<file path="src/rtl/bus_arbiter.sv">
// Three-master round-robin bus arbiter. Holds the grant for a whole cyc
// burst and turns decoder faults and slave stalls into a one-cycle err.
module bus_arbiter #(
  parameter int TIMEOUT = 1024,
  parameter int TW      = 10
) (
  input  logic        clk_i,
  input  logic        rst_i,
  input  logic [2:0]  m_cyc_i,
  input  logic [2:0]  m_stb_i,
  input  logic [2:0]  m_we_i,
  input  logic [95:0] m_adr_i,
  input  logic [95:0] m_dat_i,
  input  logic [11:0] m_sel_i,
  output logic [2:0]  m_ack_o,
  output logic [2:0]  m_err_o,
  output logic [31:0] m_dat_o,
  output logic        s_cyc_o,
  output logic        s_stb_o,
  output logic        s_we_o,
  output logic [31:0] s_adr_o,
  output logic [31:0] s_dat_o,
  output logic [3:0]  s_sel_o,
  input  logic [31:0] s_dat_i,
  input  logic        s_ack_i,
  input  logic        s_fault_i,
  output logic [1:0]  grant_o
);

  typedef enum logic [1:0] {IDLE, BUSY, ERR} state_t;

  localparam logic [1:0]    NO_OWNER = 2'd3;
  localparam logic [TW-1:0] CNT_MAX  = TW'(TIMEOUT - 1);

  state_t        state;
  logic [1:0]    grant;
  logic [1:0]    ptr;
  logic [TW-1:0] cnt;

  logic          own_cyc, own_stb, own_we;
  logic [31:0]   own_adr, own_dat;
  logic [3:0]    own_sel;
  logic [2:0]    own_oh;
  logic [1:0]    pick;
  logic [1:0]    ptr_after;

  // Select the current owner's request signals; no owner yields all zeros.
  always_comb begin
    own_cyc = 1'b0;
    own_stb = 1'b0;
    own_we  = 1'b0;
    own_adr = '0;
    own_dat = '0;
    own_sel = '0;
    own_oh  = '0;
    ptr_after = 2'd0;
    case (grant)
      2'd0: begin
        own_cyc = m_cyc_i[0]; own_stb = m_stb_i[0]; own_we = m_we_i[0];
        own_adr = m_adr_i[31:0]; own_dat = m_dat_i[31:0]; own_sel = m_sel_i[3:0];
        own_oh  = 3'b001; ptr_after = 2'd1;
      end
      2'd1: begin
        own_cyc = m_cyc_i[1]; own_stb = m_stb_i[1]; own_we = m_we_i[1];
        own_adr = m_adr_i[63:32]; own_dat = m_dat_i[63:32]; own_sel = m_sel_i[7:4];
        own_oh  = 3'b010; ptr_after = 2'd2;
      end
      2'd2: begin
        own_cyc = m_cyc_i[2]; own_stb = m_stb_i[2]; own_we = m_we_i[2];
        own_adr = m_adr_i[95:64]; own_dat = m_dat_i[95:64]; own_sel = m_sel_i[11:8];
        own_oh  = 3'b100; ptr_after = 2'd0;
      end
      default: ;
    endcase
  end

  // Round-robin pick: first requesting master at or after the pointer, mod 3.
  always_comb begin
    pick = 2'd0;
    case (ptr)
      2'd1:    pick = m_cyc_i[1] ? 2'd1 : (m_cyc_i[2] ? 2'd2 : 2'd0);
      2'd2:    pick = m_cyc_i[2] ? 2'd2 : (m_cyc_i[0] ? 2'd0 : 2'd1);
      default: pick = m_cyc_i[0] ? 2'd0 : (m_cyc_i[1] ? 2'd1 : 2'd2);
    endcase
  end

  // Slave-side and master-side outputs; strobe is suppressed while in ERR.
  always_comb begin
    s_cyc_o = (state != IDLE) && own_cyc;
    s_stb_o = (state == BUSY) && own_stb;
    s_we_o  = own_we;
    s_adr_o = own_adr;
    s_dat_o = own_dat;
    s_sel_o = own_sel;
    m_dat_o = s_dat_i;
    m_ack_o = ((state == BUSY) && s_ack_i) ? own_oh : '0;
    m_err_o = ((state == ERR) && own_cyc) ? own_oh : '0;
    grant_o = grant;
  end

  // Arbitration FSM with stall timeout; ack always takes precedence over
  // fault or timeout in the same cycle.
  always_ff @(posedge clk_i or negedge rst_i) begin
    if (!rst_i) begin
      state <= IDLE;
      grant <= NO_OWNER;
      ptr   <= 2'd0;
      cnt   <= '0;
    end else begin
      case (state)
        IDLE: begin
          cnt <= '0;
          if (|m_cyc_i) begin
            grant <= pick;
            state <= BUSY;
          end
        end
        BUSY: begin
          if (!own_cyc) begin
            state <= IDLE;
            grant <= NO_OWNER;
            ptr   <= ptr_after;
            cnt   <= '0;
          end else if (s_ack_i || !s_stb_o) begin
            cnt <= '0;
          end else if (s_fault_i || cnt == CNT_MAX) begin
            state <= ERR;
            cnt   <= '0;
          end else begin
            cnt <= cnt + TW'(1);
          end
        end
        ERR: begin
          cnt <= '0;
          if (own_cyc) begin
            state <= BUSY;
          end else begin
            state <= IDLE;
            grant <= NO_OWNER;
            ptr   <= ptr_after;
          end
        end
        default: begin
          state <= IDLE;
          grant <= NO_OWNER;
          cnt   <= '0;
        end
      endcase
    end
  end

endmodule
</file>
<file path="config.mk">
export PLATFORM = sky130hd
export DESIGN_NAME = bus_arbiter
export DESIGN_NICKNAME = d
export VERILOG_FILES = /design/src/rtl/bus_arbiter.sv
export SDC_FILE = /design/constraint.sdc
export NUM_CORES = 1
export LEC_CHECK = 0
export CAP_MARGIN = 40
export CORE_AREA = 3 3 137 139
export DETAILED_ROUTE_END_ITERATION = 8
export DIE_AREA = 0 0 140 142
export REMOVE_ABC_BUFFERS = 1
export SYNTH_ARGS = -nofsm -noshare
export SYNTH_HDL_FRONTEND = slang
export SYNTH_SLANG_ARGS = --single-unit
</file>
<file path="constraint.sdc">
create_clock -name clk_i -period 4.7 [get_ports clk_i]
set_input_delay 1.41 -clock clk_i [delete_from_list [all_inputs] [get_ports clk_i]]
set_output_delay 1.41 -clock clk_i [all_outputs]
set_load 0.02 [all_outputs]
</file>
Yosys cells after proc, flatten, opt, wreduce, memory -nomap -nowiden

Cells that the tools add are included.

Register bits after elaboration: 16
Input bits: 249
Output and inout bits: 111
Word-level logic and storage cells: 62

Add/sub/neg operators: 1
Equal/unequal tests: 11
Mux-type cells: 30
Bitwise gates (word level): 1
Reductions and logical operators: 15

Operator list:

| kind                    | number |
|---|---|
| $pmux W32 S3            | 2 |
| $mux W10                | 4 |
| $mux W2                 | 11 |
| $pmux W2 S2             | 3 |
| $pmux W4 S3             | 1 |
| $add A10 B1 Y10 const B | 1 |
| $eq A10 B10 Y1 const B  | 1 |
| $pmux W1 S3             | 3 |
| $pmux W3 S3             | 1 |
| $eq A2 B1 Y1 const B    | 3 |
| $eq A2 B2 Y1 const B    | 3 |
| $mux W3                 | 2 |
| $pmux W2 S3             | 1 |
| $logic_and A1 B1 Y1     | 4 |
| $logic_not A2 Y1        | 2 |
| $ne A2 B2 Y1 const B    | 2 |
| $reduce_and A2 Y1       | 2 |
| $ne A3 B2 Y1 const B    | 1 |
| $ne A3 B3 Y1 const B    | 1 |
| $reduce_and A3 Y1       | 1 |
| $reduce_or A3 Y1        | 1 |
| $logic_or A1 B1 Y1      | 2 |
| $mux W1                 | 2 |
| $reduce_bool A2 Y1      | 1 |
| 3 further kinds         | 3 |

Longest topological paths before layout

Word-level depth: 8
Depth in mapped cells: 7
Depth with buffers taken out: 7

Least setup slack after synthesis

Ideal clock, no wire load.

Kind: input -> output
Start: input port m_cyc_i[1]
End: output port s_cyc_o
Data arrival time: 2,073 ps
Data required time: 3,290 ps
Path slack: 1,217 ps
Stages: 3
Buffers on the path: 0
Cells stage by stage: mux2i_1 -> o2bb2ai_2 -> nor2b_1

Word-level cells in the longest chain between the ends: 2

RTL lines:

| element             | RTL line | RTL |
|---|---|---|
| start, declared     | 9        | `input logic [2:0] m_cyc_i,` |
| $pmux W1 S3         | 57       | `case (grant)` |
| $logic_and A1 B1 Y1 | 89       | `s_cyc_o = (state != IDLE) && own_cyc;` |
| end, declared       | 18       | `output logic s_cyc_o,` |

No other way between the ends.

Worst setup path in the final report

Same ends and word-level chain as after synthesis.

==> impl_metrics.py <==
metrics = {
    "logic_synthesis": {
        "synthAdderAreaFrac_pct": 3.321,
        "synth_xor_area_share_pct": 2.657,
        "ys_seq_area_share_pct": 15.28,
        "yosysWarningCount": 0,
        "synth.cell_area_mm2": 0.002638,
        "yosysTopAreaCellShare_pct": 26.94,
        "synth_cells": 366,
        "yosysTopAreaCell": "mux2i_1",
        "ys_ff_latch": 16,
        "synth_top_family_by_area": "multiplexers",
        "synth_mux_area_share_pct": 28.37,
        "syn_avg_cell_area_um2": 7.206,
        "synth_compound_area_share_pct": 16.56,
        "synth_cell_types": 34,
        "synth_area_leaders": "mux2i_1 (27%), o21ai_0 (13%), dfrtp_1 (13%), nand2_1 (10%), buf_4 (9.1%)",
        "synthSimpleGateAreaFrac_pct": 20.16,
    },
    "cts": {
        "post_cts_buffers": 0,
        "clockRootBuffer": "clkbuf_16",
        "cts.clk_slew.worst_paths_ns": 0.05,
        "clkLatencyLatePin_ns": 0.25,
        "h-tree-depth": 1,
        "cts_buffers": 3,
        "holdBufCountCts": 0,
        "clockBufferDepth": 2,
        "cts-resized-gates": 0,
        "clock_sinks": 16,
        "cts_tree": "yes",
    },
    "detailed_routing": {
        "first_pass_iters": 4,
        "vias": 3544,
        "viasPerCell": 4.160,
        "drt-initial-drc-count": 145,
        "routed_wl_um": 18870,
        "wl_per_cell_um": 22.15,
        "drc_errors": 0,
        "final_antenna_net_count": 0,
    },
    "floorplanning": {
        "dieArea_mm2": 0.01988,
        "die_y_um": 142,
        "start_util_pct": 14.83,
        "coreArea_mm2": 0.01778,
        "num_rows": 49,
        "die_w_um": 140,
        "io_pins": 360,
    },
    "sta": {
        "fin_crit_sh_pct": 93.95,
        "min_period_ns": 4.416,
        "fmax_mhz": 226.5,
        "slew_violations": 0,
        "fin_tns_setup_ns": 0,
        "rsz0062_at_grt": "false",
        "worst_slew_pin_slew_ns": 0.7823,
        "skew_ns": 0.005617,
        "slew_headroom_pct": 47.84,
        "setup-violations-final": 0,
        "hold_viol_final": 0,
    },
    "layout": {
        "antennaDiodeCount": 0,
        "syn2layout_area_growth_pct": 121.0,
        "finalCoreUtilization_pct": 32.78,
        "nFillCells": 1909,
        "final_cell_mix": "clkdlybuf4s50_1 (284), mux2i_1 (71), nand2_1 (71), o21ai_0 (71), nor2_1 (18)",
        "final_cell_area_mm2": 0.005828,
        "final_common_cell": "clkdlybuf4s50_1",
        "layout-drive-gt1-share_pct": 6.260,
        "final_cells": 852,
        "nets": 880,
    },
    "grt": {
        "grt.overflow.total": 0,
        "grt_pass1_wl_um": 25640,
        "grt_max_degree": 77,
        "grt_pass1_vias": 3490,
        "grt_usage_pct": 17.78,
        "antenna_found_initial": 0,
    },
    "run": {
        "maxCapViolations": 0,
    },
    "worst_setup_path": {
        "crit_path_start": "m_cyc_i[1]",
        "required_ns": 3.29,
        "end_kind": "output port",
        "path_class": "primary input to output port",
        "path_max_fanout": 2,
        "crit_arrival_ns": 3.01,
        "crit_path_start_kind": "primary input",
        "r2r_start": "grant_o[0]",
    },
    "min_path": {
        "hold_start": "cnt[0]",
        "hp-class": "flop to flop",
    },
    "power": {
        "p_leak_uw": 0.002433,
        "ir_drop_mv": 0.2986,
        "power_density_mw_per_mm2": 487.3,
        "finalPower_uw": 2840,
    },
    "outcome": {
        "status": "finished clean",
    },
    "placed_design": {
        "place.gp.congestion": 0.8162,
        "dp_hpwl_um": 16350,
        "dp_cells": 848,
        "port_buffers": 295,
        "place_area_mm2": 0.005749,
    },
}
area by class of cell:
cell class / instances / area, um^2 / share of cell area (%)
inverters: 5 / 18.77 / 0.3220
multi-input cells: 289 / 1882 / 32.29
well taps: 229 / 286.5 / 4.916
clock buffers: 4 / 78.83 / 1.353
flip-flops and latches: 16 / 406.6 / 6.977
repair buffers: 309 / 3156 / 54.14
registers in the layout (all words and copies together) (netlist names):
signal	cells
cnt	10
grant_o	2
ptr	2
state	2
cells by family (layout without fill, tap and decap cells):
kind of cell / count (synthesis) / after routing
adders and majority gates: 7 / 7
buffers and inverters: 61 / 318
DFF: 16 / 16
and+or+nand+nor: 119 / 119
xor gates and xnor gates: 8 / 8
AOI/OAI and AO/OA: 81 / 81
muxes: 74 / 74
synthesized netlist by cell type, drive strengths merged:
cell type and number:
and2 2, o2bb2ai 1, xnor2 4, nor4b 1, o21ai 71, nand3 5
dfstp 2, nor3 2, ha 7, dfrtp 14, xor2 4, nor2 18
o21a 1, clkbuf 14, nor2b 7, or4b 1, a21oi 3, inv 5
nand2b 2, a31oi 1, and3 8, nand4 1, nand3b 1, buf 42
mux2 3, a41oi 2, o21bai 1, nand2 71, a22o 1, mux2i 71
worst max-delay path, stage by stage:
cell	delay, ns
clkdlybuf4s50_1	0.47
mux2i_1	0.09
o2bb2ai_2	0.18
nor2b_1	0.19
clkdlybuf4s50_1	0.66
worst paths after layout:
| path | endpoint | slack [ns] | cells after the start |
|---|---|---|---|
| worst max-delay path | s_cyc_o | 0.28 | 5 |
| worst min-delay path | cnt[0] | 0.50 | 1 |
| worst max register to register | state[0] | 2.35 | 6 |
| worst min register to register | cnt[0] | 0.50 | 1 |
| max in group asynchronous | cnt[6] | 2.66 | 1 |
| min in group asynchronous | ptr[1] | 1.59 | 1 |
layer usage:
metal | global-route usage, % | part of all wire (%) | wire length [um] | up-vias
met3 | 16.03 | 20 | 3811 | 12
li1 | - | - | - | 1748
met1 | 16.49 | 31 | 5894 | 1558
met4 | 3.009 | 1.6 | 303 | 2
met2 | 29.65 | 47 | 8788 | 224
met5 | 2.632 | 0.40 | 76 | -
metrics by stage:
stage	hold slack, ns	setup WS [ns]
floorplan	0.4552	-0.7737
global route	0.5401	0.1479
CTS	0.4986	0.2488
finish	0.4977	0.2845
global placement	0.4888	0.2294
detailed placement	0.4917	0.2517
power by group:
part	leakage [uW]	switching [uW]	total, uW	internal (uW)
registers	0.000213	76.9	247	170
logic	0.00218	1250	2430	1180
clock network	0.0000382	52.0	167	115
total	0.00243	1380	2840	1460
Power figures use the tool's default switching activity.
